**config.mk**
```make
export PLATFORM = sky130hd
export DESIGN_NAME = rename_commit_queue
export DESIGN_NICKNAME = d
export VERILOG_FILES = /design/src/rtl/rename_pkg.sv /design/src/rtl/rcq_ptr.sv /design/src/rtl/rename_commit_queue.sv
export SDC_FILE = /design/constraint.sdc
export NUM_CORES = 1
export LEC_CHECK = 0
export BUFFER_PORTS_ARGS = -buffer_cell sky130_fd_sc_hd__clkbuf_2
export CORE_MARGIN = 1.5
export CORE_UTILIZATION = 55
export DETAILED_ROUTE_END_ITERATION = 7
export GPL_TIMING_DRIVEN = 0
export PLACE_DENSITY = 0.76
export REMOVE_ABC_BUFFERS = 1
export SYNTH_ARGS = -nofsm -noshare
export SYNTH_HDL_FRONTEND = slang
export SYNTH_SLANG_ARGS = --single-unit
```
**constraint.sdc**
```tcl
create_clock -name CLK -period 2.9 [get_ports CLK]
set_input_delay 0.435 -clock CLK [delete_from_list [all_inputs] [get_ports CLK]]
set_output_delay 0.435 -clock CLK [all_outputs]
set_load 0.005 [all_outputs]
```
**src/rtl/rename_pkg.sv**
```systemverilog
// rename_pkg: types and constants shared between the rename register file
// and the in-order commit queue that hands names back to it.
//   NAME_WIDTH    - width of a physical register name
//   RCQ_DEPTH     - commit queue entries (power of two)
//   RCQ_TAG_WIDTH - width of a commit queue entry tag
//   name_t, tag_t - name and tag types at the default sizes
//   rcq_entry_t   - one commit queue entry {name, valid, done}
package rename_pkg;

    localparam int NAME_WIDTH    = 6;
    localparam int RCQ_DEPTH     = 16;
    localparam int RCQ_TAG_WIDTH = $clog2(RCQ_DEPTH);

    typedef logic [NAME_WIDTH-1:0]    name_t;
    typedef logic [RCQ_TAG_WIDTH-1:0] tag_t;

    typedef struct packed {
        name_t name;
        logic  valid;
        logic  done;
    } rcq_entry_t;

endpackage

```
**src/rtl/rcq_ptr.sv**
```systemverilog
// rcq_ptr: wrapping queue pointer. The range is a power of two, so the
// natural binary rollover of the register is the modulo wrap.
//   clk   - clock
//   srst  - synchronous active-high reset (pointer to 0)
//   clr   - synchronous clear (pointer to 0), priority over inc
//   inc   - advance by one
//   value - current pointer
module rcq_ptr #(
    parameter int width = 4
) (
    input  logic             clk,
    input  logic             srst,
    input  logic             clr,
    input  logic             inc,
    output logic [width-1:0] value
);

    logic [width-1:0] value_reg;

    always_ff @(posedge clk) begin
        if (srst || clr) begin
            value_reg <= '0;
        end else if (inc) begin
            value_reg <= value_reg + width'(1);
        end
    end

    assign value = value_reg;

endmodule

```
**src/rtl/rename_commit_queue.sv**
```systemverilog
// rename_commit_queue: in-order retirement queue behind the rename file.
// Newly allocated physical names are recorded in program order; each entry
// is marked done when its producing write completes, and done entries retire
// strictly from the head, one per cycle, as a registered free request
// (FREE_E/FREE_NAME) for the rename file. FLUSH drops everything in flight
// without freeing it.
//
// Ports:
//   CLK, RST            clock, synchronous active-high reset
//   ENQ_E, ENQ_NAME     enqueue request and name (accepted when ENQ_READY)
//   ENQ_READY, ENQ_TAG  not-full, tag the next enqueued entry receives
//   DONE_E, DONE_TAG    mark entry DONE_TAG complete
//   FLUSH               discard all entries
//   FREE_E, FREE_NAME   registered free pulse and name
//   COUNT, EMPTY        occupancy
// Optional build macro RENAME_COMMIT_STATS_EN adds RETIRE_COUNT and
// STALL_COUNT (32-bit, wrapping, cleared only by RST).
module rename_commit_queue
    import rename_pkg::*;
#(
    parameter int name_width = NAME_WIDTH,
    parameter int depth      = RCQ_DEPTH,
    parameter int tag_width  = $clog2(depth)
) (
    input  logic                  CLK,
    input  logic                  RST,
    input  logic                  ENQ_E,
    input  logic [name_width-1:0] ENQ_NAME,
    output logic                  ENQ_READY,
    output logic [tag_width-1:0]  ENQ_TAG,
    input  logic                  DONE_E,
    input  logic [tag_width-1:0]  DONE_TAG,
    input  logic                  FLUSH,
    output logic                  FREE_E,
    output logic [name_width-1:0] FREE_NAME,
    output logic [tag_width:0]    COUNT,
    output logic                  EMPTY
`ifdef RENAME_COMMIT_STATS_EN
    ,
    output logic [31:0]           RETIRE_COUNT,
    output logic [31:0]           STALL_COUNT
`endif
);

    localparam logic [tag_width:0] full_count = (tag_width+1)'(depth);

    logic [tag_width-1:0]  head;
    logic [tag_width-1:0]  tail;
    logic [tag_width:0]    count_reg;
    logic [depth-1:0]      valid_reg;
    logic [depth-1:0]      done_reg;
    logic [name_width-1:0] name_mem [depth];
    logic                  free_e_reg;
    logic [name_width-1:0] free_name_reg;

    logic enq;
    logic ret;
    logic done_hit;

    // Ready depends only on the current count, so a full queue that retires
    // this cycle still rejects a same-cycle enqueue.
    assign ENQ_READY = (count_reg != full_count);
    assign enq       = ENQ_E && ENQ_READY && !FLUSH;
    assign ret       = (count_reg != '0) && valid_reg[head] && done_reg[head] && !FLUSH;
    // Uses the pre-edge valid bit: a completion aimed at the slot being
    // enqueued this same cycle is dropped.
    assign done_hit  = DONE_E && valid_reg[DONE_TAG] && !FLUSH;

    rcq_ptr #(.width(tag_width)) head_ptr (
        .clk   (CLK),
        .srst  (RST),
        .clr   (FLUSH),
        .inc   (ret),
        .value (head)
    );

    rcq_ptr #(.width(tag_width)) tail_ptr (
        .clk   (CLK),
        .srst  (RST),
        .clr   (FLUSH),
        .inc   (enq),
        .value (tail)
    );

    // Enqueue and retire can only target the same slot when the queue is
    // empty or full, and neither can fire in those cases, so the order of
    // the branches below only matters for a done mark racing a retire.
    for (genvar gi = 0; gi < depth; gi++) begin : g_entry
        localparam logic [tag_width-1:0] idx = tag_width'(gi);
        always_ff @(posedge CLK) begin
            if (RST || FLUSH) begin
                valid_reg[gi] <= 1'b0;
                done_reg[gi]  <= 1'b0;
            end else if (enq && tail == idx) begin
                valid_reg[gi] <= 1'b1;
                done_reg[gi]  <= 1'b0;
            end else if (ret && head == idx) begin
                valid_reg[gi] <= 1'b0;
                done_reg[gi]  <= 1'b0;
            end else if (done_hit && DONE_TAG == idx) begin
                done_reg[gi]  <= 1'b1;
            end
        end
    end

    always_ff @(posedge CLK) begin
        if (enq) begin
            name_mem[tail] <= ENQ_NAME;
        end
    end

    always_ff @(posedge CLK) begin
        if (RST) begin
            free_e_reg    <= 1'b0;
            free_name_reg <= '0;
        end else begin
            free_e_reg <= ret;
            if (ret) begin
                free_name_reg <= name_mem[head];
            end
        end
    end

    always_ff @(posedge CLK) begin
        if (RST || FLUSH) begin
            count_reg <= '0;
        end else begin
            count_reg <= count_reg + (tag_width+1)'(enq) - (tag_width+1)'(ret);
        end
    end

    assign ENQ_TAG   = tail;
    assign COUNT     = count_reg;
    assign EMPTY     = (count_reg == '0);
    assign FREE_E    = free_e_reg;
    assign FREE_NAME = free_name_reg;

`ifdef RENAME_COMMIT_STATS_EN
    logic [31:0] retire_count_reg;
    logic [31:0] stall_count_reg;

    always_ff @(posedge CLK) begin
        if (RST) begin
            retire_count_reg <= '0;
            stall_count_reg  <= '0;
        end else begin
            if (ret) begin
                retire_count_reg <= retire_count_reg + 32'd1;
            end
            if (ENQ_E && !ENQ_READY) begin
                stall_count_reg <= stall_count_reg + 32'd1;
            end
        end
    end

    assign RETIRE_COUNT = retire_count_reg;
    assign STALL_COUNT  = stall_count_reg;
`endif

endmodule

```
Word-level counts from Yosys, hierarchy flattened
Memories as Yosys holds them, arrays and structs flattened. A register that Yosys moved wholly into a read port is not among the register bits.
Cells that the tools add are included.
{ "totals": {"ramBits": 96, "latchBits": 0, "ff_bits": 46, "in_bits": 15, "n_memories": 1, "romBits": 0} }
{ "memory_table": {"columns": ["name", "words", "word_bits", "rd", "rd_clocked_by_memory_dff", "write_ports", "line_no", "rtl"], "rows": [
  ["name_mem", 16, 6, 1, 1, 1, "rename_commit_queue.sv:52", "logic [name_width-1:0] name_mem [depth];"]
]} }
{ "classes": {"n_div": 0, "mul": 0, "bitwise": 0, "reduce_logical": 94, "eq_ne": 46, "n_lt_le_gt_ge": 2, "n_mux": 40, "add_sub_neg": 4, "n_shift": 0} }
{ "op_table": {"columns": ["op", "n"], "rows": [
  ["$eq A4 B4 Y1 const B", 24],
  ["$logic_and A1 B1 Y1", 55],
  ["$eq A4 B3 Y1 const B", 12],
  ["$reduce_or A3 Y1", 16],
  ["$mux W1", 37],
  ["$reduce_bool A2 Y1", 16],
  ["$eq A4 B2 Y1 const B", 6],
  ["$bmux W1 S4", 3],
  ["$eq A4 B1 Y1 const B", 3],
  ["$logic_not A4 Y1", 3],
  ["$lt A4 B5 Y1 const B", 2],
  ["$add A4 B1 Y4 const B", 2],
  ["$add A5 B1 Y5", 1],
  ["$logic_not A5 Y1", 1],
  ["$ne A5 B5 Y1 const B", 1],
  ["$reduce_bool A5 Y1", 1],
  ["$sub A5 B1 Y5", 1],
  ["$logic_not A1 Y1", 1],
  ["$logic_or A1 B1 Y1", 1]
]} }

Depth between registers and ports, before layout
{ "logic_depth": {"word_depth": 8, "depth_mapped": 18} }

Modules after synthesis
From an unflattened synthesis, not the netlist that was laid out.
{ "hier_totals": {"cells_unflattened": 441, "area_unflattened_um2": 6437.4} }
{ "modules_own_cells": {"columns": ["module", "instances", "area_per_inst_um2", "cells_each", "seq_area_each_um2"], "rows": [
  ["rename_commit_queue", 1, 6082.1, 407, 3763.6],
  ["rcq_ptr", 2, 177.7, 17, 80.1]
]} }

Worst setup path after synthesis
OpenSTA, ideal clock, no wires.
{ "synth_path": {"path_type": "reg-to-reg", "from": "register head_ptr.value_reg[1], in the netlist head_ptr.value[1]", "to": "register count_reg[4], in the netlist COUNT[4]", "period_less_slack_ns": 2.989, "setup_slack_ns": -0.089, "setup_time_ns": 0.129, "t_arrival_ns": 2.860, "stages_incl_launch_ff": 18, "path_cell_list": "dfxtp_1 -> buf_6 -> mux4_2 -> mux2i_4 -> o21a_1 -> a21oi_1 -> buf_6 -> ha_1 -> inv_1 -> ha_1 -> inv_1 -> fa_1 -> inv_1 -> a21oi_1 -> nor2_1 -> nor2_1 -> xnor2_1 -> nor2_1"} }
{ "synth_between": {"elab_chain_len": 6, "word_cells_on_any_way": 8} }
{ "synth_lines": {"columns": ["element", "line_no", "rtl"], "rows": [
  ["start, declared", "rcq_ptr.sv:18", "logic [width-1:0] value_reg;"],
  ["start signal, assigned", "rcq_ptr.sv:24", "value_reg <= value_reg + width'(1);"],
  ["$bmux W1 S4", "rename_commit_queue.sv:64", "assign ret = (count_reg != '0) && valid_reg[head] && done_reg[head] && !FLUSH;"],
  ["$mux W1 (implied by the code)", "rename_commit_queue.sv:64", null],
  ["$logic_and A1 B1 Y1", "rename_commit_queue.sv:64", null],
  ["$logic_and A1 B1 Y1 (*) (2 in series)", "rename_commit_queue.sv:64", null],
  ["net head_ptr.inc", "rcq_ptr.sv:14", "input logic inc,"],
  ["$sub A5 B1 Y5 (*)", "rename_commit_queue.sv:128", "count_reg <= count_reg + (tag_width+1)'(enq) - (tag_width+1)'(ret);"],
  ["end signal, assigned", "rename_commit_queue.sv:128", null],
  ["end, declared", "rename_commit_queue.sv:49", "logic [tag_width:0] count_reg;"]
]} }
Mark *: on every way through the listed nets, which the timed path passes. The rest lies on a longest branch. The select of a mux whose other input is x is not followed.
A chain may end at the register's enable or synchronous reset.

Worst setup path in the final report
{ "layout_path": {"from": "register head_ptr.value_reg[1], in the netlist head_ptr.value[1]", "to": "register count_reg[4], in the netlist COUNT[4]"} }
{ "layout_between": {"elab_chain_len": 6, "word_cells_on_any_way": 8} }
{ "layout_lines": {"columns": ["element", "line_no"], "rows": [
  ["$bmux W1 S4", "rename_commit_queue.sv:64"],
  ["$mux W1 (implied by the code)", "rename_commit_queue.sv:64"],
  ["$logic_and A1 B1 Y1", "rename_commit_queue.sv:64"],
  ["$logic_and A1 B1 Y1 (*) (2 in series)", "rename_commit_queue.sv:64"],
  ["$sub A5 B1 Y5 (*)", "rename_commit_queue.sv:128"]
]} }
Every way passes the cells marked *; elsewhere a longest branch is shown, timed or not. The select of a mux whose other input is x is not followed.

==> metrics <==
outcome finished, violations left; failing checks design-rule violations, negative setup slack; initial DRC count 493; YS warnings 0; hold path endpoint tail_ptr.value[1]$_SDFFE_PP0P_; period utilisation layout 1.012; kind of cell adding the most delay to the critical path multiplexers; Overflow after GRT 0; unrepaired setup endpoints after global routing yes; Max Slew Vio Count 0; Largest register FFs 96; area delta synth->final 15.95%; number of H-tree levels 4; largest net degree at the start of global routing 38; Setup Skew 0.01023 ns; cts hold-fix bufs 0; Post-Place Cells ~610; critical path, cell by cell mux4_2 > mux2i_4 > o21a_1 > a21oi_4 > ha_4 > inv_4 > ha_4 > inv_2 > fa_2 > inv_2 > a21oi_2 > nor2_1 > nor2_1 > xnor2_1 > nor2_1; first-pass GRT wire length around 23,000 µm; Critical Path RT approximately 3.2 ns; Finished Layout Cells between 600 and 700; clk_lat worst skew 0.42 ns; post-synthesis instance total between 400 and 500; area share of the largest cell type after synthesis 0.4370; Yosys cell types 50; crit path DAT approximately 3.2 ns; hold crit path type input pin to flop; routed vias between 4k and 5k; critical path's most frequent cell nor2_1; initial antenna violation count 0; routability cong. 0.9054; I/O Buffers 32; Pleak between 0.002 and 0.0025 µW; post-route setup slack -0.03354 ns; CP peak stage delay 0.55 ns; Rel. slew slack 0.2578; DRT antenna net count 0; sum of negative setup slack -0.03354 ns; top cell type by total area after synthesis edfxtp_1; RR Endpoint COUNT[4]$_SDFF_PP0_; Worst path slowest cell mux4_2; antenna cells 0; gr usage total 0.2596; vias per cell approximately 6.4; Post-Syn Area per Cell 14.40 µm²; max_cap viols 0; VDD IR max 0.4928 mV; post-synthesis sequential area ratio 0.5948; Mapped Area about 6600 µm²; CP endpoint kind flop; die area between 10,000 and 15,000 µm²; Initial Util 0.5704; TritonRoute pass-1 iters 8; clk sinks roughly 150; core box area approximately 12,000 µm²; highest clock rate 0.3409 GHz; die height 112.5 µm; I/O pins 33; Num CTS Buffers 17; final wirelength 15,570 µm; hold path cells 3; RR Startpoint head_ptr.value[1]$_SDFFE_PP0P_; count of final setup violators 1; Routed WL per cell 23.52 µm; synth top area cells edfxtp_1, dfxtp_1, mux4_2; Die W about 110 µm; Startpoint Class flop; CP max FO 7; fin crit period 2.934 ns; Tightest Pin Transition 1.109 ns; DRC Markers 1; CTS root buf clkbuf_16; CTS tree done; post-DP HPWL between 9000 and 10,000 µm; post-layout util 0.6614; layout cells sized above 1 0.2813; clk slew on worst S/H paths 0.06 ns; Max clock buf depth 2; Yosys reg bits 148; final hold violation count 0; HP Start ENQ_E; reg2reg path depth 15; Placement Rows 39; WP buf/inv 3; Power Dens Cells around 570 nW/µm²; r2r setup slk -0.03 ns; number of global-route vias before repair between 4k and 5k; Layout Nets around 540; CP Class flop to flop
==> tightest hold or removal path, cell delays in order <==
cell and delay [ns]:
clkbuf_2 0.10, nand3_1 0.07, a21oi_1 0.06
==> cell usage after synthesis (all sizes together) <==
master and number:
and2 2, o22ai 3, and3 1, dfxtp 52, nand2 19, buf 16, edfxtp 96, a31oi 4
nor4b 12, fa 1, a2111oi 4, ha 14, mux2i 17, or3b 2, nor2 52, nand3 8
a21boi 5, a21o 1, a22oi 2, o211ai 2, mux4 40, inv 19, nand4 5, o21a 6
nor2b 4, xnor2 6, nor3 7, nor3b 2, clkbuf 7, or2 3, and4b 1, nand2b 4
nand3b 4, a211oi 4, a21oi 24, o21ai 6, xor2 3
==> metrics by stage <==
step | worst slack, ns | power [µW] | instance area, µm² | hold slack [ns]
3_3_place_gp | -3.033 | 2397 | 6789 | 0.4732
3_5_place_dp | -1.197 | 2402 | 6855 | 0.4836
5_1_grt | -0.1493 | 4492 | 7649 | 0.2928
6_report | -0.03354 | 4388 | 7649 | 0.2885
2_1_floorplan | -1.573 | 2345 | 6450 | 0.4425
4_1_cts | -0.03767 | 4393 | 7541 | 0.2777
==> per-layer routing <==
layer	GRT usage	vias up	routed length, µm
li1	-	1855	-
met1	0.3278	2095	6050
met2	0.4241	227	7644
met3	0.08585	50	1443
met4	0.09283	0	434
met5	0	-	0
==> repair_timing <==
action | in CTS | in global routing
setup endpoints to repair | 13 | 24
pin swaps | 2 | 11
cloned | 1 | 0
resized for setup | 13 | 13
setup buffers | 9 | 9
==> how the worst max path moves through the flow <==
stage	from	endpoint	slack, ns	cells after the start
5_1_grt	head_ptr.value[1]$_SDFFE_PP0P_	COUNT[4]$_SDFF_PP0_	-0.15	15
3_5_place_dp	head_ptr.value[2]$_SDFFE_PP0P_	COUNT[4]$_SDFF_PP0_	-1.20	15
2_1_floorplan	head_ptr.value[0]$_SDFFE_PP0P_	COUNT[4]$_SDFF_PP0_	-1.57	15
3_3_place_gp	head_ptr.value[0]$_SDFFE_PP0P_	COUNT[4]$_SDFF_PP0_	-3.03	15
6_report	head_ptr.value[1]$_SDFFE_PP0P_	COUNT[4]$_SDFF_PP0_	-0.03	15
4_1_cts	head_ptr.value[1]$_SDFFE_PP0P_	COUNT[4]$_SDFF_PP0_	-0.04	16
==> cells by family after synthesis <==
group | after synthesis | synth area share
flops | 148 | 0.5948
simple gates | 126 | 0.1015
compound gates | 61 | 0.05918
mux | 57 | 0.1700
buf+inv | 42 | 0.03300
fa+ha+maj | 15 | 0.02959
xor+xnor | 9 | 0.01195
==> power by group <==
part,switching [µW],internal (µW)
sequential,5.76,2250
combinational,76.4,39.9
clock,818,1200
==> placed cells by master (no fill, tap or decap), drive strengths merged, types with 5 or more instances in the layout <==
| cell | netlist | layout |
|---|---|---|
| clkbuf | 7 | 55 |
| mux4 | 40 | 40 |
| inv | 19 | 20 |
| nand2 | 19 | 19 |
| a21boi | 5 | 5 |
| mux2i | 17 | 17 |
| nand3 | 8 | 8 |
| a21oi | 24 | 24 |
| nor3 | 7 | 7 |
| edfxtp | 96 | 96 |
| buf | 16 | 19 |
| o21a | 6 | 6 |
| nand4 | 5 | 5 |
| o21ai | 6 | 6 |
| ha | 14 | 14 |
| nor2 | 52 | 52 |
| dfxtp | 52 | 52 |
| xnor2 | 6 | 6 |
| clkinv | 0 | 5 |
| nor4b | 12 | 12 |
==> cell type report <==
type | instances | area (µm²)
repair buffers | 52 | 351.6
flip-flops and latches | 148 | 3941
clock buffers | 23 | 457.9
inverters | 19 | 73.82
well taps | 143 | 178.9
fillers | 769 | 3916
multi-input cells | 268 | 2559
clock inverters | 9 | 86.33
No activity file was read; power rests on OpenSTA's default activity.
